$ cat src/rtl/id_operand_stage.sv
// Decode/operand-fetch stage: decodes IF/ID, forwards EX/MEM/WB results, registers ID/EX.
// Latency: 1 cycle IF/ID -> ID/EX; a load-use pair inserts exactly one bubble.
// Backpressure: ex_hold freezes ID/EX and stalls IF; flush wins and inserts a bubble.
module id_operand_stage #(
   parameter int DATA_W = 32,
   parameter int REG_AW = 5
) (
   input  logic              clk,
   input  logic              rst,
   input  logic              if_valid,
   input  logic [31:0]       if_instr,
   input  logic [31:0]       if_pc,
   output logic              id_stall,
   output logic [REG_AW-1:0] rf_r_reg1,
   output logic [REG_AW-1:0] rf_r_reg2,
   input  logic [DATA_W-1:0] rf_r1_data,
   input  logic [DATA_W-1:0] rf_r2_data,
   input  logic              ex_wr_en,
   input  logic [REG_AW-1:0] ex_w_reg,
   input  logic [DATA_W-1:0] ex_w_data,
   input  logic              mem_wr_en,
   input  logic [REG_AW-1:0] mem_w_reg,
   input  logic [DATA_W-1:0] mem_w_data,
   input  logic              wb_wr_en,
   input  logic [REG_AW-1:0] wb_w_reg,
   input  logic [DATA_W-1:0] wb_w_data,
   input  logic              ex_hold,
   input  logic              flush,
   output logic              idex_valid,
   output logic [31:0]       idex_pc,
   output logic [5:0]        idex_opcode,
   output logic [5:0]        idex_funct,
   output logic [DATA_W-1:0] idex_rs_data,
   output logic [DATA_W-1:0] idex_rt_data,
   output logic [31:0]       idex_imm,
   output logic [REG_AW-1:0] idex_rd,
   output logic              idex_wr_en,
   output logic              idex_is_load,
   output logic              idex_is_store
);

   logic [5:0]        w_op;
   logic [5:0]        w_funct;
   logic [REG_AW-1:0] w_rs;
   logic [REG_AW-1:0] w_rt;
   logic [REG_AW-1:0] w_rd_field;
   logic [REG_AW-1:0] w_dest;
   logic              w_wr_en;
   logic [31:0]       w_imm;
   logic              w_use_rs;
   logic              w_use_rt;
   logic [DATA_W-1:0] w_rs_data;
   logic [DATA_W-1:0] w_rt_data;
   logic              w_load_use;
   logic              w_is_load;
   logic              w_is_store;

   assign w_op       = if_instr[31:26];
   assign w_funct    = if_instr[5:0];
   assign w_rs       = REG_AW'(if_instr[25:21]);
   assign w_rt       = REG_AW'(if_instr[20:16]);
   assign w_rd_field = REG_AW'(if_instr[15:11]);
   assign rf_r_reg1  = w_rs;
   assign rf_r_reg2  = w_rt;
   assign w_is_load  = (w_op == 6'h23);
   assign w_is_store = (w_op == 6'h2B);

   // Destination register and write enable; writes to $0 are suppressed.
   always_comb begin
      w_dest  = '0;
      w_wr_en = 1'b0;
      if (w_op == 6'h00) begin
         w_dest  = w_rd_field;
         w_wr_en = (w_funct != 6'h08);
      end else if ((w_op >= 6'h08 && w_op <= 6'h0F) || w_is_load) begin
         w_dest  = w_rt;
         w_wr_en = 1'b1;
      end else if (w_op == 6'h03) begin
         w_dest  = REG_AW'(31);
         w_wr_en = 1'b1;
      end
      if (w_dest == '0) w_wr_en = 1'b0;
   end

   // Logical immediates (andi/ori/xori) zero-extend, everything else sign-extends.
   always_comb begin
      if (w_op == 6'h0C || w_op == 6'h0D || w_op == 6'h0E) w_imm = {16'h0000, if_instr[15:0]};
      else                                               w_imm = {{16{if_instr[15]}}, if_instr[15:0]};
   end

   // Which source fields the instruction really reads (drives the load-use check only).
   always_comb begin
      w_use_rs = !(w_op == 6'h02 || w_op == 6'h03 || w_op == 6'h0F);
      w_use_rt = (w_op == 6'h00 || w_op == 6'h04 || w_op == 6'h05 || w_op == 6'h2B);
   end

   // rs operand: $0 reads zero, else youngest producer wins; WB must bypass the same-cycle write.
   always_comb begin
      w_rs_data = rf_r1_data;
      if (w_rs == '0)                          w_rs_data = '0;
      else if (ex_wr_en  && ex_w_reg  == w_rs) w_rs_data = ex_w_data;
      else if (mem_wr_en && mem_w_reg == w_rs) w_rs_data = mem_w_data;
      else if (wb_wr_en  && wb_w_reg  == w_rs) w_rs_data = wb_w_data;
   end

   // rt operand: same priority as rs.
   always_comb begin
      w_rt_data = rf_r2_data;
      if (w_rt == '0)                          w_rt_data = '0;
      else if (ex_wr_en  && ex_w_reg  == w_rt) w_rt_data = ex_w_data;
      else if (mem_wr_en && mem_w_reg == w_rt) w_rt_data = mem_w_data;
      else if (wb_wr_en  && wb_w_reg  == w_rt) w_rt_data = wb_w_data;
   end

   // A load still in ID/EX has no data yet; a dependent consumer waits one cycle for MEM forwarding.
   assign w_load_use = if_valid & idex_valid & idex_is_load & (idex_rd != '0) &
                       ((w_use_rs & (w_rs == idex_rd)) | (w_use_rt & (w_rt == idex_rd)));

   // Stall is masked during reset so IF never sees a stale hold request.
   assign id_stall = rst & ~flush & (ex_hold | w_load_use);

   // ID/EX register: flush > hold > load-use bubble > normal issue.
   always_ff @(posedge clk or negedge rst) begin
      if (!rst) begin
         idex_valid    <= 1'b0;
         idex_pc       <= '0;
         idex_opcode   <= '0;
         idex_funct    <= '0;
         idex_rs_data  <= '0;
         idex_rt_data  <= '0;
         idex_imm      <= '0;
         idex_rd       <= '0;
         idex_wr_en    <= 1'b0;
         idex_is_load  <= 1'b0;
         idex_is_store <= 1'b0;
      end else if (flush || (!ex_hold && w_load_use)) begin
         idex_valid    <= 1'b0;
         idex_wr_en    <= 1'b0;
         idex_is_load  <= 1'b0;
         idex_is_store <= 1'b0;
      end else if (!ex_hold) begin
         idex_valid    <= if_valid;
         idex_pc       <= if_pc;
         idex_opcode   <= w_op;
         idex_funct    <= w_funct;
         idex_rs_data  <= w_rs_data;
         idex_rt_data  <= w_rt_data;
         idex_imm      <= w_imm;
         idex_rd       <= w_dest;
         idex_wr_en    <= if_valid & w_wr_en;
         idex_is_load  <= if_valid & w_is_load;
         idex_is_store <= if_valid & w_is_store;
      end
   end

endmodule

$ cat config.mk
export PLATFORM = sky130hd
export DESIGN_NAME = id_operand_stage
export DESIGN_NICKNAME = d
export VERILOG_FILES = /design/src/rtl/id_operand_stage.sv
export SDC_FILE = /design/constraint.sdc
export NUM_CORES = 1
export LEC_CHECK = 0
export CORE_AREA = 2 2 156 158
export DETAILED_ROUTE_END_ITERATION = 8
export DIE_AREA = 0 0 158 160
export PLACE_DENSITY = 0.73
export SLEW_MARGIN = 5
export SYNTH_ARGS = -nofsm -noshare
export SYNTH_HDL_FRONTEND = slang
export SYNTH_SLANG_ARGS = --single-unit
$ cat constraint.sdc
create_clock -name clk -period 2.1 [get_ports clk]
set_input_delay 0.315 -clock clk [delete_from_list [all_inputs] [get_ports clk]]
set_output_delay 0.315 -clock clk [all_outputs]
set_load 0.02 [all_outputs]
Word-level counts from Yosys, hierarchy flattened
Index checks and enable logic that the tools add are counted.
{"block": "word_totals", "ff_bits": 149, "inputBits": 247, "output_inout_bits": 160, "elab_cells": 98}
{"block": "classes", "magnitude_cmp": 2, "eq_ne": 20, "n_mux": 24, "bitwise_logic": 16, "reduce_logical": 25}
{"operator": "$mux W32", "n": 9}
{"operator": "$eq A5 B5 Y1", "n": 8}
{"operator": "$eq A6 B4 Y1 const B", "n": 4}
{"operator": "$logic_not A5 Y1", "n": 3}
{"operator": "$mux W5", "n": 3}
{"operator": "$eq A6 B2 Y1 const B", "n": 2}
{"operator": "$eq A6 B3 Y1 const B", "n": 2}
{"operator": "$eq A6 B6 Y1 const B", "n": 2}
{"operator": "$mux W1", "n": 12}
{"operator": "$and A1 B1 Y1", "n": 11}
{"operator": "$logic_or A1 B1 Y1", "n": 9}
{"operator": "$logic_and A1 B1 Y1", "n": 8}
{"operator": "$ge A6 B4 Y1 const B", "n": 1}
{"operator": "$le A6 B4 Y1 const B", "n": 1}
{"operator": "$logic_not A6 Y1", "n": 1}
{"operator": "$ne A6 B4 Y1 const B", "n": 1}
{"operator": "$reduce_bool A5 Y1", "n": 1}
{"operator": "$not A1 Y1", "n": 3}
{"operator": "$logic_not A1 Y1", "n": 2}
{"operator": "$ne A2 B1 Y1 const B", "n": 1}
{"operator": "$or A1 B1 Y1", "n": 2}
{"operator": "$reduce_and A2 Y1", "n": 1}

Logic depth before layout (Yosys ltp)
{"block": "logic_depth", "word_depth": 11, "depth_mapped": 9, "ltp_nobuf": 5}

Worst setup path before layout
OpenSTA, ideal clock, no wires.
{"block": "synth_path", "path_type": "flip-flop to output port", "startpoint": "reg idex_rd[2]", "endpoint": "out id_stall", "t_arrival_ps": 1848, "required_ps": 1785, "slack_ps": -63, "path_stages_with_launch": 7, "n_path_buf": 2, "path_cell_list": "dfrtp_1 xor2_1 nor3_1 a41oi_2 buf_2 buf_1 a21oi_1"}
{"block": "synth_between", "elab_chain_len": 6, "elab_cells_between_ends": 10, "cone_classes": "eq/ne (2); bitwise (7); reduce/logical (1)"}
{"element": "start: declaration", "line_no": "36", "rtl": "output logic [REG_AW-1:0] idex_rd,"}
{"element": "start signal: assignment", "line_no": "149", "rtl": "idex_rd <= w_dest;"}
{"element": "$eq A5 B5 Y1", "line_no": "117", "rtl": "((w_use_rs & (w_rs == idex_rd)) | (w_use_rt & (w_rt == idex_rd)));"}
{"element": "$and A1 B1 Y1", "line_no": "117"}
{"element": "$or A1 B1 Y1", "line_no": "117"}
{"element": "$and A1 B1 Y1 (*)", "line_no": "116", "rtl": "assign w_load_use = if_valid & idex_valid & idex_is_load & (idex_rd != '0) &"}
{"element": "$or A1 B1 Y1 (*)", "line_no": "120", "rtl": "assign id_stall = rst & ~flush & (ex_hold | w_load_use);"}
{"element": "$and A1 B1 Y1 (*)", "line_no": "120"}
{"element": "end: declaration", "line_no": "13", "rtl": "output logic id_stall,"}
Mark *: on every way between the ends. The rest lies on a longest branch, timed or not.

Final worst setup path
{"block": "layout_path", "startpoint": "reg idex_rd[4]", "endpoint": "out id_stall"}
Same word-level chain as after synthesis.

==> reports/results.ini <==
[outcome]
outcome=finished, violations left
violations=negative hold slack, negative setup slack

[detailed_routing]
ant_nets=0
wire_per_inst_um=25.5
first_pass_iters=7
viasPerCell=6.05
wl_um=42900
drtIter0Drc=1088
post-route-drc-count=0
vias=10200

[power]
power_density_nw_per_um2=659
p_leak_nw=5.91
power_mw=10.4
peakVddDrop_uv=457

[yosys]
seq_area_frac_synth=0.367
synth_area_leaders=dfrtp_1 37%, mux2_4 6.5%, o311ai_0 5.5%
ys_seq_elements=128
yosys.cell_types.count=46
synth_edf_count=0
synth_cells=926
synthFlopType=dfrtp_1
yosysWarnings=0
synth_top_area_cell=dfrtp_1
syn-num-nets=1173
synth_top_cell_area_share=0.367
async_reset_ff_frac=1.00
syn_area_um2=8720
synth.avg_cell_area_um2=9.42

[global_route]
antenna_found_initial=3
grt_max_degree=129
grt_pass1_wl_um=59400
grt_pass1_vias=9946
overflow=0
grtUsageTotal=0.308

[die]
rows=57
die_w_um=158
initial_core_util=0.366
dieArea_um2=25300
die_h_um=160
ioPinCount=407
core-area_um2=23800

[clock_tree]
numCtsBuffers=17
clk-insertion-delay-late_ns=0.43
root_buffer=clkbuf_16
clock-sinks=128
path_clk_slew_ns=0.07
cts-htree-levels=4
cts_max_path_buffers=2
cts_tree=built

[timing]
tightest_slew_ns=0.779
period_minus_slack_ns=2.26
final-hold-violation-count=9
fin_crit_sh=1.07
setup_viol=94
holdWs_ns=-0.0263
fin_ws_ns=-0.155
clock-skew-final_ns=0.0127
clock.fmax_ghz=0.443
setup_tns_ns=-5.45
finalMaxSlewViolations=0
slew_headroom=0.480
rsz0062_at_grt=true

[place]
dp_slack_ns=-0.709
io_buffers=406
dpl.hpwl_um=28400
place.gp.congestion=0.904

[critical_path]
end_kind=output pin
slowest_delay_ns=0.45
cpMostUsedCell=buf_4
critPathSlowestCell=dfrtp_2
crit_chain=buf_6 -> xor2_2 -> nor3_2 -> buf_4 -> a41oi_4 -> a21oi_2 -> buf_4
crit_path_max_fanout=4
cp.arrival_ns=1.94
start_kind=register
path_class=register to output pin
crit_required_ns=1.78
ff2ff_path_depth=10

[finish]
final_common_cell=clkdlybuf4s50_1
seqCellArea_um2=3210
syn2layout_area_growth_pct=81.5
final_util=0.665
finish.net_count=1592
multi_input_area_um2=5720
n_fill_cell=1806
drive_above_1_share=0.262
final_cell_mix=398 x clkdlybuf4s50_1, 122 x dfrtp_1, 68 x buf_4

[hold_path]
min_path_type=input port to asynchronous set/reset pin

[flow_run]
maxCapViolCount=0

==> stage by stage <==
step           std cells  instance area (µm²)
2_1_floorplan        926                 8730
3_3_place_gp        1623                13700
3_5_place_dp        1623                13700
4_1_cts             1667                14600
5_1_grt             1684                15800
6_report            1686                15800
==> state kept, by name, indices dropped and copies added, names as in the netlist, 5 cells and up <==
signal / count
idex_funct: 5
idex_imm: 12
idex_opcode: 6
idex_pc: 32
idex_rd: 5
idex_rs_data: 32
idex_rt_data: 32
==> power by group <==
part | internal, mW | switching (mW) | leakage, nW
clock network | 2.03 | 1.33 | 0.314
registers | 2.82 | 0.278 | 1.47
logic | 2.07 | 1.91 | 4.13
==> area by class of cell <==
| type | instances | share of cell area |
|---|---|---|
| clock buffer | 17 | 0.0269 |
| multi-input combinational | 658 | 0.362 |
| clock inverter | 15 | 0.0139 |
| timing repair buffer | 539 | 0.368 |
| sequential | 128 | 0.203 |
| tap | 324 | 0.0256 |
| inverter | 1 | 0.000237 |
| antenna | 4 | 0.000632 |
==> worst max-delay path, delay by kind of cell, from the launching register on <==
kind | cells | cell delay (ns)
buf+inv | 3 | 0.45
simple gates | 1 | 0.13
compound gates | 2 | 0.35
flops | 1 | 0.45
xor+xnor | 1 | 0.14
==> Yosys cell counts (all sizes together), types with 3 or more instances <==
cell,instances
dfrtp,128
buf,70
nor3,70
clkbuf,69
nand3,68
a21oi,66
a31oi,66
a21boi,64
nand3b,64
o311ai,64
mux2,60
nand2,38
xor2,27
xnor2,13
nor2,11
and2,6
and3,5
o221a,5
a22o,3
a41oi,3
nand2b,3
nor4,3
or4,3
==> metal layers <==
metal,vias to the layer above,wire (µm),global-route usage
met1,4889,15900,0.389
met4,0,2210,0.127
met5,-,0,0
met2,797,20500,0.510
li1,4322,-,-
met3,189,4290,0.0640
==> logic make-up (layout without fill, tap and decap cells) <==
logic type / count (synthesis) / count (layout) / synth area share
multiplexers: 60 / 60 / 0.0938
flip-flops: 128 / 128 / 0.367
XOR/XNOR: 40 / 40 / 0.0402
buffers and inverters: 140 / 572 / 0.0875
AO/OA/AOI/OAI: 277 / 277 / 0.226
AND/OR/NAND/NOR: 281 / 281 / 0.185
other: 0 / 4 / 0
==> repair_timing <==
| item | CTS | global route |
|---|---|---|
| gates resized for setup | 60 | 174 |
| hold buffers | 0 | 0 |
| setup buffers | 10 | 4 |
| setup endpoints to repair | 125 | 144 |
| gates cloned | 5 | 13 |
| pin swaps | 6 | 28 |
==> worst paths after layout <==
| check | from | to | slack [ns] |
|---|---|---|---|
| max | idex_rd[4] | id_stall | -0.16 |
| min | rst | idex_rt_data[8] | -0.03 |
| max reg2reg | idex_rd[4] | idex_pc[13] | -0.10 |
| min reg2reg | idex_pc[11] | idex_pc[11] | 0.51 |
| max in group asynchronous | rst | idex_imm[30] | 1.47 |
| min in group clk | if_instr[26] | idex_opcode[0] | 0.29 |
(Power assumes the default switching activity.)
